$ cat src/rtl/dl11_mailbox_if.sv
// DCJ11 register-bus and Apple II slot signals for the DL11 mailbox.
// The master modport is the bus side (address latch, /DEVSEL synchroniser); the slave modport is the mailbox.
interface dl11_mailbox_if;
   logic [21:0] cpu_addr;
   logic        cpu_rd;
   logic        cpu_wr;
   logic        cpu_byte;
   logic [15:0] cpu_wdata;
   logic        cpu_hit;
   logic [15:0] cpu_rdata;
   logic        a2_stb;
   logic        a2_rw;
   logic [7:0]  a2_addr;
   logic [7:0]  a2_wdata;
   logic [7:0]  a2_rdata;

   modport master (
      output cpu_addr, cpu_rd, cpu_wr, cpu_byte, cpu_wdata,
      output a2_stb, a2_rw, a2_addr, a2_wdata,
      input  cpu_hit, cpu_rdata, a2_rdata
   );

   modport slave (
      input  cpu_addr, cpu_rd, cpu_wr, cpu_byte, cpu_wdata,
      input  a2_stb, a2_rw, a2_addr, a2_wdata,
      output cpu_hit, cpu_rdata, a2_rdata
   );
endinterface

$ cat src/rtl/dl11_mailbox.sv
// Multi-channel DL11 mailbox: per-channel RX (Apple->PDP) and TX (PDP->Apple) byte FIFOs.
// CPU reads are combinational, Apple reads land one cycle after the strobe; full FIFOs drop pushes.
module dl11_mailbox #(
   parameter int          NCHAN     = 2,
   parameter int          DEPTH     = 8,
   parameter logic [21:0] BASE_ADDR = 22'o17777560,
   parameter logic [7:0]  A2_BASE   = 8'h00
) (
   input  logic             i_clk,
   input  logic             i_rst,
   input  logic             i_bus_init,
   dl11_mailbox_if.slave    bus,
   output logic [NCHAN-1:0] o_irq_rx,
   output logic [NCHAN-1:0] o_irq_tx
);
   localparam int AW = $clog2(DEPTH);
   localparam int PW = AW + 1;

   logic [7:0]       r_rx_mem [NCHAN][DEPTH];
   logic [7:0]       r_tx_mem [NCHAN][DEPTH];
   logic [PW-1:0]    r_rx_wp [NCHAN];
   logic [PW-1:0]    r_rx_rp [NCHAN];
   logic [PW-1:0]    r_tx_wp [NCHAN];
   logic [PW-1:0]    r_tx_rp [NCHAN];
   logic [NCHAN-1:0] r_ovr, r_rie, r_tie, r_irq_rx, r_irq_tx;
   logic [7:0]       r_a2_rdata;

   logic [21:0]      w_cpu_off;
   logic             w_cpu_hit, w_cpu_odd_only;
   logic [1:0]       w_cpu_ch, w_cpu_reg, w_a2_ch, w_a2_reg;
   logic [7:0]       w_a2_off;
   logic             w_a2_hit;
   logic [PW-1:0]    w_rx_cnt [NCHAN];
   logic [PW-1:0]    w_tx_cnt [NCHAN];
   logic [6:0]       w_tx_cnt7 [NCHAN];
   logic [3:0]       w_tx_sat [NCHAN];
   logic [NCHAN-1:0] w_cpu_sel, w_a2_sel, w_rx_empty, w_rx_full, w_tx_empty, w_tx_full;
   logic [NCHAN-1:0] w_rx_req, w_tx_req, w_rx_push, w_rx_pop, w_tx_push, w_tx_pop;
   logic [NCHAN-1:0] w_ovr_set, w_flush, w_rie_wr, w_tie_wr;
   logic [15:0]      w_cpu_rdata;
   logic [7:0]       w_a2_rd_dat;

   // BASE_ADDR is even, so bit 0 of the offset is the byte lane
   assign w_cpu_off      = bus.cpu_addr - BASE_ADDR;
   assign w_cpu_hit      = w_cpu_off < 22'(8 * NCHAN);
   assign w_cpu_ch       = w_cpu_off[4:3];
   assign w_cpu_reg      = w_cpu_off[2:1];
   assign w_cpu_odd_only = bus.cpu_byte & w_cpu_off[0];
   assign w_a2_off       = bus.a2_addr - A2_BASE;
   assign w_a2_hit       = w_a2_off < 8'(4 * NCHAN);
   assign w_a2_ch        = w_a2_off[3:2];
   assign w_a2_reg       = w_a2_off[1:0];

   for (genvar g = 0; g < NCHAN; g++) begin : g_stat
      assign w_cpu_sel[g]  = w_cpu_hit && (w_cpu_ch == 2'(g));
      assign w_a2_sel[g]   = w_a2_hit && (w_a2_ch == 2'(g));
      assign w_rx_cnt[g]   = r_rx_wp[g] - r_rx_rp[g];
      assign w_tx_cnt[g]   = r_tx_wp[g] - r_tx_rp[g];
      assign w_rx_empty[g] = r_rx_wp[g] == r_rx_rp[g];
      assign w_tx_empty[g] = r_tx_wp[g] == r_tx_rp[g];
      assign w_rx_full[g]  = w_rx_cnt[g] == PW'(DEPTH);
      assign w_tx_full[g]  = w_tx_cnt[g] == PW'(DEPTH);
      assign w_tx_cnt7[g]  = 7'(w_tx_cnt[g]);
      assign w_tx_sat[g]   = (w_tx_cnt7[g] > 7'd15) ? 4'hF : w_tx_cnt7[g][3:0];
   end

   always_comb begin
      w_cpu_rdata = '0;
      w_a2_rd_dat = '0;
      w_rx_req = '0; w_tx_req = '0; w_rx_push = '0; w_rx_pop = '0;
      w_tx_push = '0; w_tx_pop = '0; w_ovr_set = '0; w_flush = '0;
      w_rie_wr = '0; w_tie_wr = '0;
      for (int n = 0; n < NCHAN; n++) begin
         if (w_cpu_sel[n]) begin
            case (w_cpu_reg)
               2'd0:    w_cpu_rdata = {r_ovr[n], 7'b0, !w_rx_empty[n], r_rie[n], 6'b0};
               2'd1:    if (!w_rx_empty[n])
                           w_cpu_rdata = {r_ovr[n], 7'b0, r_rx_mem[n][r_rx_rp[n][AW-1:0]]};
               2'd2:    w_cpu_rdata = {8'b0, !w_tx_full[n], r_tie[n], 6'b0};
               default: w_cpu_rdata = '0;
            endcase
         end
         if (w_a2_sel[n]) begin
            case (w_a2_reg)
               2'd0:    w_a2_rd_dat = {!w_tx_empty[n], w_rx_full[n], r_ovr[n], 1'b0, w_tx_sat[n]};
               2'd2:    if (!w_tx_empty[n]) w_a2_rd_dat = r_tx_mem[n][r_tx_rp[n][AW-1:0]];
               default: w_a2_rd_dat = '0;
            endcase
         end
         w_rie_wr[n] = w_cpu_sel[n] && bus.cpu_wr && (w_cpu_reg == 2'd0) && !w_cpu_odd_only;
         w_tie_wr[n] = w_cpu_sel[n] && bus.cpu_wr && (w_cpu_reg == 2'd2) && !w_cpu_odd_only;
         w_tx_req[n] = w_cpu_sel[n] && bus.cpu_wr && (w_cpu_reg == 2'd3) && !w_cpu_odd_only;
         w_rx_pop[n] = w_cpu_sel[n] && bus.cpu_rd && (w_cpu_reg == 2'd1) && !w_rx_empty[n];
         w_rx_req[n] = w_a2_sel[n] && bus.a2_stb && !bus.a2_rw && (w_a2_reg == 2'd1);
         w_flush[n]  = w_a2_sel[n] && bus.a2_stb && !bus.a2_rw && (w_a2_reg == 2'd3) && bus.a2_wdata[0];
         w_tx_pop[n] = w_a2_sel[n] && bus.a2_stb && bus.a2_rw && (w_a2_reg == 2'd2) && !w_tx_empty[n];
         // a same-cycle pop frees the slot, so a push into a full FIFO still lands
         w_rx_push[n] = w_rx_req[n] && (!w_rx_full[n] || w_rx_pop[n]);
         w_tx_push[n] = w_tx_req[n] && (!w_tx_full[n] || w_tx_pop[n]);
         w_ovr_set[n] = w_rx_req[n] && w_rx_full[n] && !w_rx_pop[n];
      end
   end

   always_ff @(posedge i_clk) begin
      for (int n = 0; n < NCHAN; n++) begin
         if (i_rst || i_bus_init) begin
            r_rx_wp[n] <= '0; r_rx_rp[n] <= '0;
            r_tx_wp[n] <= '0; r_tx_rp[n] <= '0;
            r_ovr[n]   <= 1'b0; r_rie[n] <= 1'b0; r_tie[n] <= 1'b0;
         end else begin
            if (w_rie_wr[n]) r_rie[n] <= bus.cpu_wdata[6];
            if (w_tie_wr[n]) r_tie[n] <= bus.cpu_wdata[6];
            if (w_flush[n]) begin
               r_rx_wp[n] <= '0; r_rx_rp[n] <= '0;
               r_tx_wp[n] <= '0; r_tx_rp[n] <= '0;
               r_ovr[n]   <= 1'b0;
            end else begin
               if (w_rx_push[n]) r_rx_wp[n] <= r_rx_wp[n] + PW'(1);
               if (w_rx_pop[n])  r_rx_rp[n] <= r_rx_rp[n] + PW'(1);
               if (w_tx_push[n]) r_tx_wp[n] <= r_tx_wp[n] + PW'(1);
               if (w_tx_pop[n])  r_tx_rp[n] <= r_tx_rp[n] + PW'(1);
               if (w_rx_pop[n])       r_ovr[n] <= 1'b0;
               else if (w_ovr_set[n]) r_ovr[n] <= 1'b1;
            end
         end
      end
   end

   always_ff @(posedge i_clk) begin
      for (int n = 0; n < NCHAN; n++) begin
         if (w_rx_push[n]) r_rx_mem[n][r_rx_wp[n][AW-1:0]] <= bus.a2_wdata;
         if (w_tx_push[n]) r_tx_mem[n][r_tx_wp[n][AW-1:0]] <= bus.cpu_wdata[7:0];
      end
   end

   always_ff @(posedge i_clk) begin
      if (i_rst) begin
         r_a2_rdata <= '0;
         r_irq_rx   <= '0;
         r_irq_tx   <= '0;
      end else begin
         r_irq_rx <= r_rie & ~w_rx_empty;
         r_irq_tx <= r_tie & ~w_tx_full;
         if (bus.a2_stb && bus.a2_rw && !i_bus_init) r_a2_rdata <= w_a2_rd_dat;
      end
   end

   assign bus.cpu_hit   = w_cpu_hit;
   assign bus.cpu_rdata = w_cpu_rdata;
   assign bus.a2_rdata  = r_a2_rdata;
   assign o_irq_rx      = r_irq_rx;
   assign o_irq_tx      = r_irq_tx;
endmodule

$ cat src/flat_wrapper.sv
// flat-port wrapper written by rule: the top's interface ports become plain ports
module dl11_mailbox_flat 
#(
   parameter int          NCHAN     = 2,
   parameter int          DEPTH     = 8,
   parameter logic [21:0] BASE_ADDR = 22'o17777560,
   parameter logic [7:0]  A2_BASE   = 8'h00
)
  (i_clk, i_rst, i_bus_init, o_irq_rx, o_irq_tx, bus_cpu_addr, bus_cpu_rd, bus_cpu_wr, bus_cpu_byte, bus_cpu_wdata, bus_a2_stb, bus_a2_rw, bus_a2_addr, bus_a2_wdata, bus_cpu_hit, bus_cpu_rdata, bus_a2_rdata);
  dl11_mailbox_if bus_i ();
  input  logic i_clk;
  input  logic i_rst;
  input  logic i_bus_init;
  output logic [NCHAN-1:0] o_irq_rx;
  output logic [NCHAN-1:0] o_irq_tx;
  input wire logic [$bits(bus_i.cpu_addr)-1:0] bus_cpu_addr;
  input wire logic [$bits(bus_i.cpu_rd)-1:0] bus_cpu_rd;
  input wire logic [$bits(bus_i.cpu_wr)-1:0] bus_cpu_wr;
  input wire logic [$bits(bus_i.cpu_byte)-1:0] bus_cpu_byte;
  input wire logic [$bits(bus_i.cpu_wdata)-1:0] bus_cpu_wdata;
  input wire logic [$bits(bus_i.a2_stb)-1:0] bus_a2_stb;
  input wire logic [$bits(bus_i.a2_rw)-1:0] bus_a2_rw;
  input wire logic [$bits(bus_i.a2_addr)-1:0] bus_a2_addr;
  input wire logic [$bits(bus_i.a2_wdata)-1:0] bus_a2_wdata;
  output wire logic [$bits(bus_i.cpu_hit)-1:0] bus_cpu_hit;
  output wire logic [$bits(bus_i.cpu_rdata)-1:0] bus_cpu_rdata;
  output wire logic [$bits(bus_i.a2_rdata)-1:0] bus_a2_rdata;
  assign bus_i.cpu_addr = bus_cpu_addr;
  assign bus_i.cpu_rd = bus_cpu_rd;
  assign bus_i.cpu_wr = bus_cpu_wr;
  assign bus_i.cpu_byte = bus_cpu_byte;
  assign bus_i.cpu_wdata = bus_cpu_wdata;
  assign bus_i.a2_stb = bus_a2_stb;
  assign bus_i.a2_rw = bus_a2_rw;
  assign bus_i.a2_addr = bus_a2_addr;
  assign bus_i.a2_wdata = bus_a2_wdata;
  assign bus_cpu_hit = bus_i.cpu_hit;
  assign bus_cpu_rdata = bus_i.cpu_rdata;
  assign bus_a2_rdata = bus_i.a2_rdata;
  dl11_mailbox #(.NCHAN(NCHAN), .DEPTH(DEPTH), .BASE_ADDR(BASE_ADDR), .A2_BASE(A2_BASE)) u_core (.i_clk(i_clk), .i_rst(i_rst), .i_bus_init(i_bus_init), .bus(bus_i), .o_irq_rx(o_irq_rx), .o_irq_tx(o_irq_tx));
endmodule
$ cat config.mk
export PLATFORM = sky130hd
export DESIGN_NAME = dl11_mailbox_flat
export DESIGN_NICKNAME = d
export VERILOG_FILES = /design/src/rtl/dl11_mailbox_if.sv /design/src/rtl/dl11_mailbox.sv /design/src/flat_wrapper.sv
export SDC_FILE = /design/constraint.sdc
export NUM_CORES = 1
export LEC_CHECK = 0
export BUFFER_PORTS_ARGS = -buffer_cell sky130_fd_sc_hd__buf_2
export CAP_MARGIN = 20
export CELL_PAD_IN_SITES_DETAIL_PLACEMENT = 2
export CELL_PAD_IN_SITES_GLOBAL_PLACEMENT = 2
export CORE_UTILIZATION = 45
export CTS_CLUSTER_DIAMETER = 80
export DETAILED_ROUTE_END_ITERATION = 8
export HOLD_SLACK_MARGIN = 0.03
export PLACE_DENSITY_LB_ADDON = 0.1
export REMOVE_ABC_BUFFERS = 1
export SLEW_MARGIN = 20
export SYNTH_ARGS = -nofsm -noshare
export SYNTH_HDL_FRONTEND = slang
export SYNTH_SLANG_ARGS = --single-unit
$ cat constraint.sdc
create_clock -name i_clk -period 7 [get_ports i_clk]
set_input_delay 1.05 -clock i_clk [delete_from_list [all_inputs] [get_ports i_clk]]
set_output_delay 1.05 -clock i_clk [all_outputs]
set_load 0.01 [all_outputs]
# == Word level (Yosys, flattened, before mapping) ==
# Memory sizes are Yosys's and may differ from the RTL's.
# Cells that the tools add are included.
# totals
mem_count,6
wordCells,269
ff_bits,18
inputBits,62
out_inout_bits,29
ramBits,288
# mem_list
name,words,width,read_ports,rd_clocked_by_memory_dff,write_ports,line_no,text
u_core.r_rx_mem,2,64,2,0,1,dl11_mailbox.sv:19,logic [7:0] r_rx_mem [NCHAN][DEPTH];
u_core.r_tx_mem,2,64,2,0,1,dl11_mailbox.sv:20,logic [7:0] r_tx_mem [NCHAN][DEPTH];
u_core.r_rx_rp,2,4,2,0,2,dl11_mailbox.sv:22,logic [PW-1:0] r_rx_rp [NCHAN];
u_core.r_rx_wp,2,4,2,0,2,dl11_mailbox.sv:21,logic [PW-1:0] r_rx_wp [NCHAN];
u_core.r_tx_rp,2,4,2,0,2,dl11_mailbox.sv:24,logic [PW-1:0] r_tx_rp [NCHAN];
u_core.r_tx_wp,2,4,2,0,2,dl11_mailbox.sv:23,logic [PW-1:0] r_tx_wp [NCHAN];
# op_classes
addsub,13
n_lt_le_gt_ge,16
eq_ne,16
muxes,100
bitwise,29
reduce_logical,80
# ops
operator,n
$mux W64,8
$mux W8,16
$reduce_or A64 Y1,2
$bmux W8 S3,4
$demux W8 S3,4
$pmux W16 S3,2
$mux W4,18
$mux W16,4
$logic_and A1 B1 Y1,54
$mux W1,42
$add A4 B1 Y4 const B,8
$ge A4 B4 Y1 const B,8
$not A3 Y4,8
$pmux W8 S2,2
$lt A22 B5 Y1 const B,1
$sub A22 B22 Y22 const B,1
$eq A4 B4 Y1,4
$eq A4 B4 Y1 const B,4
$lt A4 B1 Y1 const B,4
$or A1 B1 Y1,16
$sub A4 B4 Y4,4
$logic_not A1 Y1,13
$eq A2 B1 Y1 const B,4
$eq A2 B2 Y1 const B,4
8 further kinds,19

# == Depth between registers and ports, before layout ==
# Gate-level depths: netlist of run 1.
# logic_depth
depth_word,13
mapped_depth,11
depth_no_buf,9

# == Least setup slack after synthesis of run 1 ==
# No wires, ideal clock.
# synth_path
kind,input to register
startpoint,input port bus_cpu_addr[8]
endpoint,memory u_core.r_tx_mem[0][10] in the netlist's numbering (enable)
path_slack_ns,2.892
arrival_ns,3.713
path_buffers,2
setup_time_ns,0.395
required_time_ns,6.605
stages,9
cell_sequence,nand4_1 -> or3_1 -> or3_4 -> a2111o_1 -> buf_6 -> inv_2 -> nand3_1 -> buf_2 -> nor4_1
# synth_between
elab_chain_len,11
word_cells_on_any_way,19
classes_between,add/sub: 1; order compare: 1; mux: 6; reduce/logical: 11
# synth_lines
element,line_no,text
"start, declared",flat_wrapper.sv:16,input wire logic [$bits(bus_i.cpu_addr)-1:0] bus_cpu_addr;
$sub A22 B22 Y22 *,dl11_mailbox.sv:44,assign w_cpu_off = bus.cpu_addr - BASE_ADDR;
$lt A22 B5 Y1 *,dl11_mailbox.sv:45,assign w_cpu_hit = w_cpu_off < 22'(8 * NCHAN);
via bus_cpu_hit,flat_wrapper.sv:25,output wire logic [$bits(bus_i.cpu_hit)-1:0] bus_cpu_hit;
$logic_and A1 B1 Y1,dl11_mailbox.sv:55,assign w_cpu_sel[g] = w_cpu_hit && (w_cpu_ch == 2'(g));
$logic_and A1 B1 Y1 (3 in series),dl11_mailbox.sv:92,w_tx_req[n] = w_cpu_sel[n] && bus.cpu_wr && (w_cpu_reg == 2'd3) && !w_cpu_odd_only;
$logic_and A1 B1 Y1,dl11_mailbox.sv:99,w_tx_push[n] = w_tx_req[n] && (!w_tx_full[n] || w_tx_pop[n]);
$mux W1,dl11_mailbox.sv:132,if (w_tx_push[n]) r_tx_mem[n][r_tx_wp[n][AW-1:0]] <= bus.cpu_wdata[7:0];
$mux W64 (implied by the code),dl11_mailbox.sv:132,
$reduce_or A64 Y1 (no source line),-,
$mux W1 (no source line) or $mux W64 (tied branches),-,
"end, declared",dl11_mailbox.sv:20,
# The timed path passes the listed nets; every way through them passes the cells marked *.

==> reports/metrics.csv, run 1 <==
metric;value;unit
status;finished clean;
cts_root_buffer;clkbuf_16;
hold_depth;2;
totalWireLength;36000;um
place_ws;2.05;ns
cts_resized;0;
stdcell_count;1345;
register_area;0.00901;sq mm
drv_cap;0;
crit_start;u_core.r_tx_rp[0][1]$_SDFFCE_PN0P_;
start_kind;flip-flop;
grt_max_degree;21;
async_flop_share;0;
ys.warnings.count;0;
hold_class;flip-flop to flip-flop;
clock_sink_count;306;
clk_pin_slew;0.06;ns
die_area;0.0303;sq mm
crit_chain;inv_1, ha_1, nand3b_1, and3_1, nor3_1, nor2_1, o32ai_1, nor2_1, buf_2;
multiInputGateArea;0.00404;sq mm
peakVddDrop;0.216;mV
grt_usage;0.246;
placed_cell_area;0.0143;sq mm
end_kind;primary output;
start_util;0.460;
ant_nets;0;
die_x;174;um
cts_setup_buffers;0;
ys_seq_area_frac;0.677;
slew_viol_final;0;
final_util;0.530;
grt_pass1_vias;8854;
hold_violations;0;
design_area;0.0153;sq mm
synth_ff_type;edfxtp_1;
grt_overflow;0;
r2r_cells;7;
ys_types;64;
grt_antenna_before_repair;1;
layout-drive-gt1-share;0.241;
netlist_area;0.0133;sq mm
period_minus_slack;4.77;ns
tns;0;ns
r2r-start;u_core.r_rx_rp[1][1]$_SDFFCE_PN0P_;
port_buffers;75;
final_cell_mix;edfxtp_1 (288), buf_2 (75), mux4_2 (64), nand2_1 (47), nor2_1 (46);
ys_ff_latch;306;
finClkSkew;0.0139;ns
vias_per_cell;5.80;
cts_made_buffers;34;
worstPathMaxFanout;20;
arrival;3.72;ns
holdBufCountCts;0;
dp_hpwl;25100;um
synth_enable_flop_cells;288;
p_per_area;260;mW/mm^2
leakagePower;0.00518;uW
wire_per_inst;26.8;um
row_count;62;
via_count;7804;
synth_top_area_frac;0.650;
drc;0;
fin_crit_sh;0.681;
cts_tree;done;
diodes;0;
fill_cells;2613;
fp.coreArea;0.0289;sq mm
drt_iter0_markers;429;
yosysTopAreaCell;edfxtp_1;
first_pass_iters;4;
io_pins;91;
cp_slowest_cell;edfxtp_1;
synth.area.top_cells;edfxtp_1 (65%), mux4_2 (11%), dfxtp_1 (2.7%);
hold_start;u_core.r_rie[0]$_SDFFE_PN0P_;
clock_latency;0.52;ns
fmax;210;MHz
h-tree-depth;2;
place_inst;1283;
rsz0062_at_grt;false;
setup_viol;0;
final_net_count;1019;
syn_to_final_growth;15.2;%
dieHeight;174;um
worst-slew-pin-transition;1.06;ns
globalplace.congestion;0.779;
slew_headroom;0.293;
cp_slowest_stage_delay;1.05;ns
cts_buffer_depth;3;
final_common_cell;edfxtp_1;
synthCells;825;
syn_avg_cell_area;16.1;sq um
finalWorstSetupSlack;2.23;ns
grt_pass1_wl;55100;um
crit_top_cell;nor2_1;
worstSetupPathType;flip-flop to primary output;
critPathRequiredTime;5.95;ns
worst paths after layout:
check	endpoint	slack, ns
worst min register to register	u_core.r_rie[0]$_SDFFE_PN0P_	0.50
worst max register to register	u_core.r_rx_mem[0][66]$_DFFE_PP_	2.79
worst max-delay path	bus_cpu_rdata[7]	2.23
worst min-delay path	u_core.r_rie[0]$_SDFFE_PN0P_	0.50
synthesized netlist by cell type, types with 4 or more instances:
library cell and number:
o21a_1 4, nor3b_1 6, or4_1 5, nor2_1 46
inv_2 5, a21oi_1 20, dfxtp_1 18, and3_1 5
o21ai_0 14, mux4_2 64, o22ai_1 5, buf_2 4
nand3b_1 6, xnor2_1 13, nand2_1 47, o22a_1 6
ha_1 20, nor2b_1 6, mux2i_1 28, buf_4 7
a211oi_1 6, clkbuf_1 25, edfxtp_1 288, nor4_1 28
inv_1 23, or3_1 4, nand3_1 24, xor2_1 10
nor4b_1 5, nor3_1 25
routing by layer:
| metal | track usage | part of all wire | up-vias |
|---|---|---|---|
| li1 | - | - | 3523 |
| met1 | 0.289 | 0.39 | 4082 |
| met2 | 0.464 | 0.55 | 138 |
| met3 | 0.0317 | 0.029 | 59 |
| met4 | 0.0789 | 0.022 | 2 |
| met5 | 0 | 0.00036 | - |
registers in the layout, indices dropped and copies added, names as in the netlist:
| name | count |
|---|---|
| u_core.r_rx_wp | 8 |
| u_core.bus.a2_rdata | 8 |
| u_core.r_rie | 2 |
| u_core.r_tx_rp | 8 |
| u_core.o_irq_rx | 2 |
| u_core.r_tie | 2 |
| u_core.o_irq_tx | 2 |
| u_core.r_tx_wp | 8 |
| u_core.r_rx_rp | 8 |
| u_core.r_ovr | 2 |
| u_core.r_rx_mem | 128 |
| u_core.r_tx_mem | 128 |
logic make-up after synthesis:
| family | count (synthesis) | synth area share |
|---|---|---|
| buffers and inverters | 67 | 0.0218 |
| adder cells (fa/ha/maj) | 22 | 0.0218 |
| AO/OA/AOI/OAI | 89 | 0.0470 |
| flip-flops | 306 | 0.677 |
| other | 1 | 0.000282 |
| XOR/XNOR | 23 | 0.0151 |
| AND/OR/NAND/NOR | 225 | 0.0881 |
| multiplexers | 92 | 0.129 |
final cells by class:
type / count / area share
clock buffer: 41 / 0.0586
clock inverter: 21 / 0.0124
inverter: 28 / 0.00685
multi-input combinational: 458 / 0.264
sequential: 306 / 0.587
tap: 384 / 0.0313
timing repair buffer: 107 / 0.0401
power breakdown:
| part | internal (uW) | total (uW) | switching (uW) |
|---|---|---|---|
| combinational | 77.0 | 205 | 128 |
| clock | 1030 | 1750 | 720 |
| sequential | 2010 | 2030 | 21.4 |
| total | 3110 | 3980 | 869 |
through the flow:
stage | power (uW) | hold slack [ns]
3_5_place_dp | 2270 | 0.489
2_1_floorplan | 2170 | 0.449
3_3_place_gp | 2250 | 0.472
6_report | 3980 | 0.496
5_1_grt | 4100 | 0.526
4_1_cts | 4020 | 0.498
critical path, delay by kind of cell (launching register included):
family                   cells  cell delay [ns]
AO/OA/AOI/OAI                1             0.37
AND/OR/NAND/NOR              5             1.08
flip-flops                   1             1.05
buffers and inverters        2             0.33
adder cells (fa/ha/maj)      1             0.35
Note: power is estimated with default switching activity, not from simulation.
==> run 2: changes to the inputs <==
Clock period 7 ns to 4.4 ns, I/O delays scaled along.
==> run 2 against run 1 <==
Effect of this change: flip-flop and latch count is the same; die area is the same; critical path depth grew 1; register-to-register slack lost 2.2 ns; clock skew grew 0.0023 ns; design area grew 0.49%; core utilization grew 0.26 points; via count grew 1.4%; sequential share of layout area shrank 0.29 points; non-clock buffer count grew 12; wire length shrank 1.0%.
==> reports/metrics.csv, run 2 (synthesis gave the netlist of run 1 again) <==
metric;value;unit
status;finished clean;
fin_crit_sh;0.898;
period_minus_slack;3.95;ns
worstPathMaxFanout;8;
die_area;0.0303;sq mm
leakagePower;0.00523;uW
start_kind;flip-flop;
wire_per_inst;26.3;um
grt_antenna_before_repair;1;
setup_viol;0;
row_count;62;
reg2reg_slack;0.56;ns
holdPathEnd;u_core.bus.a2_rdata[5]$_SDFFE_PP0P_;
start_util;0.460;
dr_wl_met2;19600;um
totalWireLength;35600;um
cts_root_buffer;clkbuf_16;
drt_iter0_markers;459;
arrival;3.29;ns
final_common_cell;edfxtp_1;
fmax;253;MHz
port_buffers;75;
fp.coreArea;0.0289;sq mm
dp_hpwl;25600;um
final_util;0.533;
die_x;174;um
worstSetupPathType;flip-flop to primary output;
via_count;7917;
vias_per_cell;5.84;
finalWorstSetupSlack;0.448;ns
r2r-start;u_core.r_rx_rp[1][2]$_SDFFCE_PN0P_;
r2r_cells;8;
top_layer;met5;
grt_overflow;0;
h-tree-depth;2;
hold_depth;2;
slew_viol_final;0;
p_per_area;408;mW/mm^2
placed_cell_area;0.0143;sq mm
peakVddDrop;0.348;mV
globalplace.congestion;0.760;
finClkSkew;0.0162;ns
cts_setup_buffers;0;
holdBufCountCts;0;
hold_violations;0;
grt_max_degree;20;
clock_latency;0.51;ns
ant_nets;0;
clock_sink_count;306;
worst-slew-pin-transition;0.915;ns
design_area;0.0154;sq mm
diodes;0;
io_pins;91;
place_ws;0.539;ns
dieHeight;174;um
end_kind;primary output;
layout-drive-gt1-share;0.251;
wirelength_met1;14000;um
timing.rr.end;u_core.r_rx_mem[0][79]$_DFFE_PP_;
cts_made_buffers;34;
grt_pass1_vias;8875;
clk_pin_slew;0.06;ns
drv_cap;0;
hold_start;u_core.bus.a2_rdata[5]$_SDFFE_PP0P_;
grt_usage;0.243;
grt_pass1_wl;54800;um
first_pass_iters;4;
wl_met3;1190;um
total_power;6290;uW
slew_headroom;0.390;
tns;0;ns
final_cell_mix;edfxtp_1 (288), buf_2 (75), mux4_2 (64), nand2_1 (47), nor2_1 (46);
cts_tree;done;
rsz0062_at_grt;false;
cts_resized;0;
cts_buffer_depth;3;
critPathRequiredTime;3.74;ns
drc;0;
hold_class;flip-flop to flip-flop;
syn_to_final_growth;15.8;%
final_net_count;1031;
-- run 2: power by group --
group          switching, uW  total [uW]  internal (uW)
registers               22.7        3220           3200
logic                    216         339            124
clock network           1120        2730           1620
-- run 2: how the worst max path moves through the flow --
stage	from	end	slack, ns	cells past startpoint
after floorplan	u_core.r_rx_rp[0][0]$_SDFFCE_PN0P_	u_core.r_rx_mem[0][32]$_DFFE_PP_	0.25	7
after global placement	bus_cpu_addr[4]	u_core.r_rx_mem[0][92]$_DFFE_PP_	0.74	8
after global routing	u_core.r_tx_wp[0][0]$_SDFFCE_PN0P_	bus_cpu_rdata[7]	0.22	10
after detailed placement	bus_cpu_addr[8]	u_core.r_rx_mem[0][84]$_DFFE_PP_	0.54	8
final	u_core.r_tx_wp[0][0]$_SDFFCE_PN0P_	bus_cpu_rdata[7]	0.45	10
after CTS	u_core.r_tx_wp[0][0]$_SDFFCE_PN0P_	bus_cpu_rdata[7]	0.45	10
-- run 2: layout make-up --
type	count	area, sq um
Fill cell	2582	13500
Sequential cell	306	9010
Multi-Input combinational cell	458	4040
Clock buffer	45	933
Timing Repair Buffer	119	706
Tap cell	384	480
Clock inverter	15	145
Inverter	28	105
-- run 2: stage by stage --
| stage | cells | hold WS, ns |
|---|---|---|
| 4_1_cts | 1355 | 0.511 |
| 5_1_grt | 1355 | 0.521 |
| 3_3_place_gp | 1295 | 0.470 |
| 2_1_floorplan | 792 | 0.449 |
| 6_report | 1355 | 0.512 |
| 3_5_place_dp | 1295 | 0.484 |
-- run 2: layer usage --
metal | vias up | global-route usage
met5 | - | 0
met2 | 157 | 0.456
met3 | 60 | 0.0319
met4 | 2 | 0.0647
li1 | 3543 | -
met1 | 4155 | 0.292
-- run 2: critical path, stage by stage, from the launching register on --
cell and delay (ns):
edfxtp_1 0.53, inv_1 0.15, ha_1 0.25, fa_1 0.38, xor2_1 0.22, nand3_1 0.10
nor3_1 0.53, nor2_1 0.11, o32ai_1 0.28, nor2_1 0.09, buf_2 0.15
